File: src/rtl/nibble_addsub_sequencer.sv
// nibble_addsub_sequencer
// Shares one external 4-bit full adder between two requesters. Each operation
// adds or subtracts two 4*NIB-bit operands, one nibble per cycle, starting
// with the least significant nibble. The carry between nibbles is registered.
// Requesters are served round-robin, and each result is tagged with the id of
// the requester that issued it.
// Optional build macro NIBBLE_ADDSUB_SEQUENCER_FLAGS_EN adds the zero and
// signed-overflow result flags (res_zero_o, res_ovf_o).
module nibble_addsub_sequencer #(
   parameter int NIB = 2
) (
   input  logic                 clk_i,
   input  logic                 rst_n_i,
   input  logic [1:0]           req_valid_i,
   output logic [1:0]           req_ready_o,
   input  logic [2*4*NIB-1:0]   req_a_i,
   input  logic [2*4*NIB-1:0]   req_b_i,
   input  logic [1:0]           req_sub_i,
   output logic [3:0]           fa_a_o,
   output logic [3:0]           fa_b_o,
   output logic                 fa_cin_o,
   input  logic [3:0]           fa_s_i,
   input  logic                 fa_cout_i,
   output logic                 res_valid_o,
   input  logic                 res_ready_i,
   output logic [4*NIB-1:0]     res_sum_o,
   output logic                 res_co_o,
   output logic                 res_id_o,
   output logic                 busy_o
`ifdef NIBBLE_ADDSUB_SEQUENCER_FLAGS_EN
   ,
   output logic                 res_zero_o,
   output logic                 res_ovf_o
`endif
);

   localparam int W  = 4 * NIB;
   localparam int IW = $clog2(NIB);

   typedef enum logic [1:0] {IDLE, CALC, DONE} state_t;

   state_t          state_reg;
   logic            last_reg;      // requester granted most recently
   logic [W-1:0]    a_reg;
   logic [W-1:0]    b_reg;
   logic            sub_reg;
   logic            id_reg;
   logic [IW-1:0]   idx_reg;       // nibble currently on the adder
   logic            carry_reg;     // carry into the current nibble
   logic [3:0]      sum_nib[NIB];
   logic [3:0]      a_nib[NIB];
   logic [3:0]      b_nib[NIB];
   logic            grant_id;
   logic            last_nib;
`ifdef NIBBLE_ADDSUB_SEQUENCER_FLAGS_EN
   logic            msb_cin_reg;   // carry into the operand MSB, for overflow
`endif

   // Nibble views of the latched operands and of the assembled result
   genvar gi;
   generate
      for (gi = 0; gi < NIB; gi++) begin : g_nib
         assign a_nib[gi]               = a_reg[4*gi +: 4];
         assign b_nib[gi]               = b_reg[4*gi +: 4];
         assign res_sum_o[4*gi +: 4]    = sum_nib[gi];
      end
   endgenerate

   assign last_nib    = (idx_reg == IW'(NIB - 1));
   assign busy_o      = (state_reg != IDLE);
   assign res_valid_o = (state_reg == DONE);
   assign res_id_o    = id_reg;
   // The stored carry is raw adder carry; for subtract it inverts to a borrow
   assign res_co_o    = (state_reg == DONE) & (carry_reg ^ sub_reg);

`ifdef NIBBLE_ADDSUB_SEQUENCER_FLAGS_EN
   assign res_zero_o  = (state_reg == DONE) & (res_sum_o == '0);
   assign res_ovf_o   = (state_reg == DONE) & (msb_cin_reg ^ carry_reg);
`endif

   // Round-robin grant; ready only in IDLE and never while reset is held
   always_comb begin
      grant_id    = 1'b0;
      req_ready_o = 2'b00;
      if (req_valid_i == 2'b11)
         grant_id = ~last_reg;
      else if (req_valid_i[1])
         grant_id = 1'b1;
      if (rst_n_i && (state_reg == IDLE) && (req_valid_i != 2'b00))
         req_ready_o[grant_id] = 1'b1;
   end

   // Drive the current nibble to the adder; quiet outside CALC
   always_comb begin
      fa_a_o   = 4'h0;
      fa_b_o   = 4'h0;
      fa_cin_o = 1'b0;
      if (state_reg == CALC) begin
         fa_a_o   = a_nib[idx_reg];
         fa_b_o   = b_nib[idx_reg] ^ {4{sub_reg}};
         fa_cin_o = carry_reg;
      end
   end

   // Sequencer: accept, step through the nibbles, then hold the result
   always_ff @(posedge clk_i or negedge rst_n_i) begin
      if (!rst_n_i) begin
         state_reg   <= IDLE;
         last_reg    <= 1'b1;
         a_reg       <= '0;
         b_reg       <= '0;
         sub_reg     <= 1'b0;
         id_reg      <= 1'b0;
         idx_reg     <= '0;
         carry_reg   <= 1'b0;
         for (int k = 0; k < NIB; k++)
            sum_nib[k] <= 4'h0;
`ifdef NIBBLE_ADDSUB_SEQUENCER_FLAGS_EN
         msb_cin_reg <= 1'b0;
`endif
      end else begin
         case (state_reg)
            IDLE: begin
               if (req_ready_o != 2'b00) begin
                  last_reg  <= grant_id;
                  id_reg    <= grant_id;
                  a_reg     <= grant_id ? req_a_i[2*W-1:W] : req_a_i[W-1:0];
                  b_reg     <= grant_id ? req_b_i[2*W-1:W] : req_b_i[W-1:0];
                  sub_reg   <= req_sub_i[grant_id];
                  carry_reg <= req_sub_i[grant_id];
                  idx_reg   <= '0;
                  state_reg <= CALC;
               end
            end
            CALC: begin
               sum_nib[idx_reg] <= fa_s_i;
               carry_reg        <= fa_cout_i;
               idx_reg          <= idx_reg + IW'(1);
               if (last_nib) begin
`ifdef NIBBLE_ADDSUB_SEQUENCER_FLAGS_EN
                  // sum bit = a ^ b ^ cin, so cin is recovered from the sum
                  msb_cin_reg <= fa_s_i[3] ^ fa_a_o[3] ^ fa_b_o[3];
`endif
                  state_reg <= DONE;
               end
            end
            DONE: begin
               if (res_ready_i)
                  state_reg <= IDLE;
            end
            default: state_reg <= IDLE;
         endcase
      end
   end

endmodule
File: config.mk
export PLATFORM = sky130hd
export DESIGN_NAME = nibble_addsub_sequencer
export DESIGN_NICKNAME = d
export VERILOG_FILES = /design/src/rtl/nibble_addsub_sequencer.sv
export SDC_FILE = /design/constraint.sdc
export NUM_CORES = 1
export LEC_CHECK = 0
export BUFFER_PORTS_ARGS = -buffer_cell sky130_fd_sc_hd__buf_2
export CAP_MARGIN = 20
export CORE_ASPECT_RATIO = 0.75
export CORE_MARGIN = 3
export CORE_UTILIZATION = 50
export DETAILED_ROUTE_END_ITERATION = 10
export HOLD_SLACK_MARGIN = 0.12
export PLACE_DENSITY_LB_ADDON = 0.15
export SYNTH_ARGS = -nofsm -noshare
export SYNTH_HDL_FRONTEND = slang
export SYNTH_SLANG_ARGS = --single-unit
File: constraint.sdc
create_clock -name clk_i -period 5.6 [get_ports clk_i]
set_clock_uncertainty 0.2 [all_clocks]
set_input_delay 0.28 -clock clk_i [delete_from_list [all_inputs] [get_ports clk_i]]
set_output_delay 0.28 -clock clk_i [all_outputs]
set_load 0.03 [all_outputs]
Word-level counts from Yosys, hierarchy flattened
Cells that the tools add are included.
Word-level totals
  register bits: 31
  input bits: 44
  output and inout port bits: 23
  logic and storage cells: 67
Operators by class
  add/subtract/negate cells: 1
  order comparisons: 4
  equal/unequal tests: 6
  multiplexer cells: 29
  bitwise gates (word level): 5
  reduce and logical (&&, ||, !) cells: 12
Operators by type and width (count)
  4-bit two-way mux: 9
  8-bit two-way mux: 2
  8-bit bitwise mux: 1
  1-bit two-way mux: 8
  2-bit two-way mux: 4
  2-bit nonzero test: 4
  2-bit one-hot mux with 3 select lines: 1
  4-bit demux with 1-bit select: 1
  2-bit equality test (second input constant): 2
  1-bit logical AND: 4
  2-bit by 1-bit != test with 1-bit output (second input constant): 2
  1-bit one-hot mux with 2 select lines: 2
  2-bit AND reduction: 2
  4-bit bitwise XOR: 1
  3-bit AND reduction: 1
  2-bit by 1-bit equality test with 1-bit output (second input constant): 1
  2-bit greater-or-equal comparator (second input constant): 1
  2-bit logical NOT: 1
  1-bit by 2-bit < comparator with 1-bit output (second input constant): 1
  2-bit by 1-bit < comparator with 1-bit output (second input constant): 1
  2-bit != test (second input constant): 1
  1-bit NOT with 2-bit output: 1
  1-bit adder (second input constant): 1
  1-bit bitwise AND: 1
  other kinds (4): 4

Longest topological paths before layout
  depth in word-level cells: 10
  mapped depth: 5
  depth with buffers taken out: 3

Worst setup path before layout
Ideal clock, no wire load.
  path kind: reg-to-output
  start: register idx_reg
  end: output fa_b_o[0]
  arrival: 1.516 ns
  data required time: 5.120 ns
  slack: 3.604 ns
  stages on the path, launching flop included: 5
  buffers on the path: 1
  cell sequence: dfrtp_1 > buf_1 > mux2i_1 > xor2_1 > nor2_1
Between the ends
  cells in the longest elaborated chain, start to end: 6
RTL lines
  start: declaration: line 48  | logic [IW-1:0] idx_reg;
  start signal: assignment: line 138  | idx_reg <= idx_reg + IW'(1);
  1-bit NOT with 2-bit output (not written as such): line 100  | fa_b_o = b_nib[idx_reg] ^ {4{sub_reg}};
  4-bit two-way mux (not written as such) (3 in series): line 100
  4-bit bitwise XOR: line 100
  4-bit two-way mux: line 98  | if (state_reg == CALC) begin
  end: declaration: line 20  | output logic [3:0] fa_b_o,
Every way passes these cells. The select of a mux whose other input is x is not followed.

Worst setup path after layout
  start: input rst_n_i
  end: output req_ready_o[0]
Between the ends
  cells in the longest elaborated chain, start to end: 3
RTL lines
  start: declaration: line 13  | input logic rst_n_i,
  1-bit logical AND (2 in series): line 89  | if (rst_n_i && (state_reg == IDLE) && (req_valid_i != 2'b00))
  2-bit two-way mux: line 89
  end: declaration: line 15  | output logic [1:0] req_ready_o,
Every way passes these cells.

==> results_dict.tcl <==
set metrics [dict create \
    critPathMaxFanout 32 \
    final-setup-viol-count 0 \
    nFillCells 144 \
    drv_cap 0 \
    slew_headroom_pct 45.7 \
    fin_hold_ws_ns 0.126 \
    ys_ff_latch 31 \
    initial_core_util_pct 55.9 \
    rows 16 \
    grt_max_degree 33 \
    clkPwrFrac_pct 12.6 \
    place_area_um2 1880 \
    worst_slack_ns 1.84 \
    wl_per_cell_um 19.0 \
    grt_usage_pct 30.1 \
    hp-class "input pin to register" \
    crit_path_start "rst_n_i" \
    synth_warnings 0 \
    diodes 0 \
    cp.required_ns 5.12 \
    io_buffers 66 \
    tns_ns 0 \
    crit_arrival_ns 3.28 \
    post-route-min-period_ns 3.76 \
    min-delay-start "fa_cout_i" \
    switching_share_pct 43.5 \
    p_int_uw 775 \
    drive_gt1_share_pct 39.6 \
    fin_util_pct 84.2 \
    area_growth_pct 50.5 \
    synth_top_cell_by_area "dfrtp_1" \
    power_density_nw_per_um2 586 \
    die_height_um 54.3 \
    power_mw 1.37 \
    routed_wl_um 5140 \
    clockBufferDepth 2 \
    grt_overflow 0 \
    grt_pass1_vias 1600 \
    cts_tree "done" \
    power.switching_uw 598 \
    p_comb_share_pct 55.8 \
    clockRootBuffer "clkbuf_8" \
    leakage_nw 1.16 \
    ys_types 27 \
    startpoint_type "input pin" \
    p_seq_share_pct 31.6 \
    pin_count 67 \
    cts_made_buffers 5 \
    finalNetCount 278 \
    layout_commonest_cell "buf_2" \
    cts-htree-levels 2 \
    synth_top_area_share_pct 48.2 \
    ant_nets 0 \
    cts_setup_buffers 0 \
    place_inst 225 \
    status "complete, no violations" \
    fp.dieArea_um2 3830 \
    max_freq_ghz 0.266 \
    gp_congestion 0.720 \
    ys_seq_area_share_pct 49.9 \
    insertion_delay_ns 0.29 \
    synth_cells 132 \
    slew_violations 0 \
    final_cells 271 \
    yosys-top-cells-area "dfrtp_1, o21a_1, a221o_1, mux2i_1, mux2_2" \
    die_w_um 70.4 \
    peakVddDrop_mv 0.375 \
    core_area_um2 2780 \
    grt_pass1_wl_um 8370 \
    hold_viol 0 \
    antenna_found_initial 0 \
    drcViolationCount 0 \
    period_share_pct 67.2 \
    dp_slack_ns 2.39 \
    r2r_start "state_reg[1]" \
    cp-end-kind "output port" \
    firstDrtPassIters 4 \
    place.detailed.hpwl_um 2600 \
    via_per_inst 5.77 \
    fin_area_um2 2340 \
    mostFrequentLayoutCells "buf_2, dlygate4sd3_1, dfrtp_1" \
    path_clk_slew_ns 0.06 \
    cts.sinks 31 \
    first_iter_violations 143 \
    syn_nets 176 \
    grt_setup_unrepaired "false" \
    synth.avg_cell_area_um2 11.8 \
    syn-cell-area_um2 1560 \
    critical_path_class "input pin to output port" \
    worstMarginPinSlew_ns 0.813 \
    vias 1564 \
]
path summary, 6_finish.rpt:
check	end	slack [ns]	cells after the start
worst max-delay path	req_ready_o[0]	1.84	5
worst min-delay path	carry_reg	0.13	3
worst max register to register	a_reg[1]	2.53	4
worst min register to register	res_sum_o[7]	0.30	1
max in group asynchronous	b_reg[5]	4.39	2
min in group asynchronous	a_reg[5]	0.37	2
cell type report:
class                           count  area (um^2)  area share [%]
Clock inverter                      1         5.00           0.214
Clock buffer                        7         76.3            3.26
Sequential cell                    31          777            33.2
Multi-Input combinational cell     85          694            29.6
Inverter                            6         22.5           0.962
Tap cell                           36         45.0            1.92
Timing Repair Buffer              105          722            30.8
per-layer routing:
| layer | global-route usage, % | part of all wire [%] | routed length, um |
|---|---|---|---|
| met1 | 35.4 | 38 | 1940 |
| met2 | 49.1 | 48 | 2460 |
| met3 | 11.0 | 9.3 | 477 |
| met4 | 16.9 | 5.1 | 261 |
| met5 | 0 | 0 | 0 |
cell families (layout without fill, tap and decap cells):
kind of cell	after synthesis	count (layout)	share of synthesized area [%]
mux	17	17	11.6
compound gates	44	44	24.2
buf+inv	16	119	5.47
xor+xnor	5	5	2.81
flops	31	31	49.9
simple gates	19	19	6.03
cells in the mapped netlist:
master / number
buf_6: 3
buf_2: 2
o21ai_0: 5
mux2_2: 8
nor2_2: 1
a221o_2: 6
xor2_1: 4
a211oi_4: 1
o21a_1: 16
dfstp_2: 1
dfrtp_1: 30
or3b_1: 1
nor2_1: 12
buf_1: 1
nand2b_1: 1
nand3b_1: 1
mux2i_1: 9
a21bo_2: 1
clkbuf_1: 4
or2b_1: 1
a21oi_1: 2
a221o_1: 10
or2_2: 2
o221ai_1: 1
xnor2_1: 1
o211ai_1: 2
inv_1: 6
power groups by stage:
stage | clock (mW) | sequential [mW] | combinational (mW)
final | 0.173 | 0.434 | 0.766
after global routing | 0.186 | 0.447 | 0.821
after floorplan | 0 | 0.456 | 0.449
after global placement | 0 | 0.417 | 0.615
after CTS | 0.173 | 0.420 | 0.735
after detailed placement | 0 | 0.423 | 0.629
what timing repair did:
item	4_1_cts	5_1_grt
hold buffers	38	0
endpoints found under the hold margin	55	0
gates resized for setup	0	0
critical path, cell delays in order:
cell,delay (ns)
dlygate4sd3_1,0.52
buf_2,0.55
or3b_1,0.75
a211oi_4,0.82
buf_2,0.34
No activity file was read; power rests on OpenSTA's default activity.
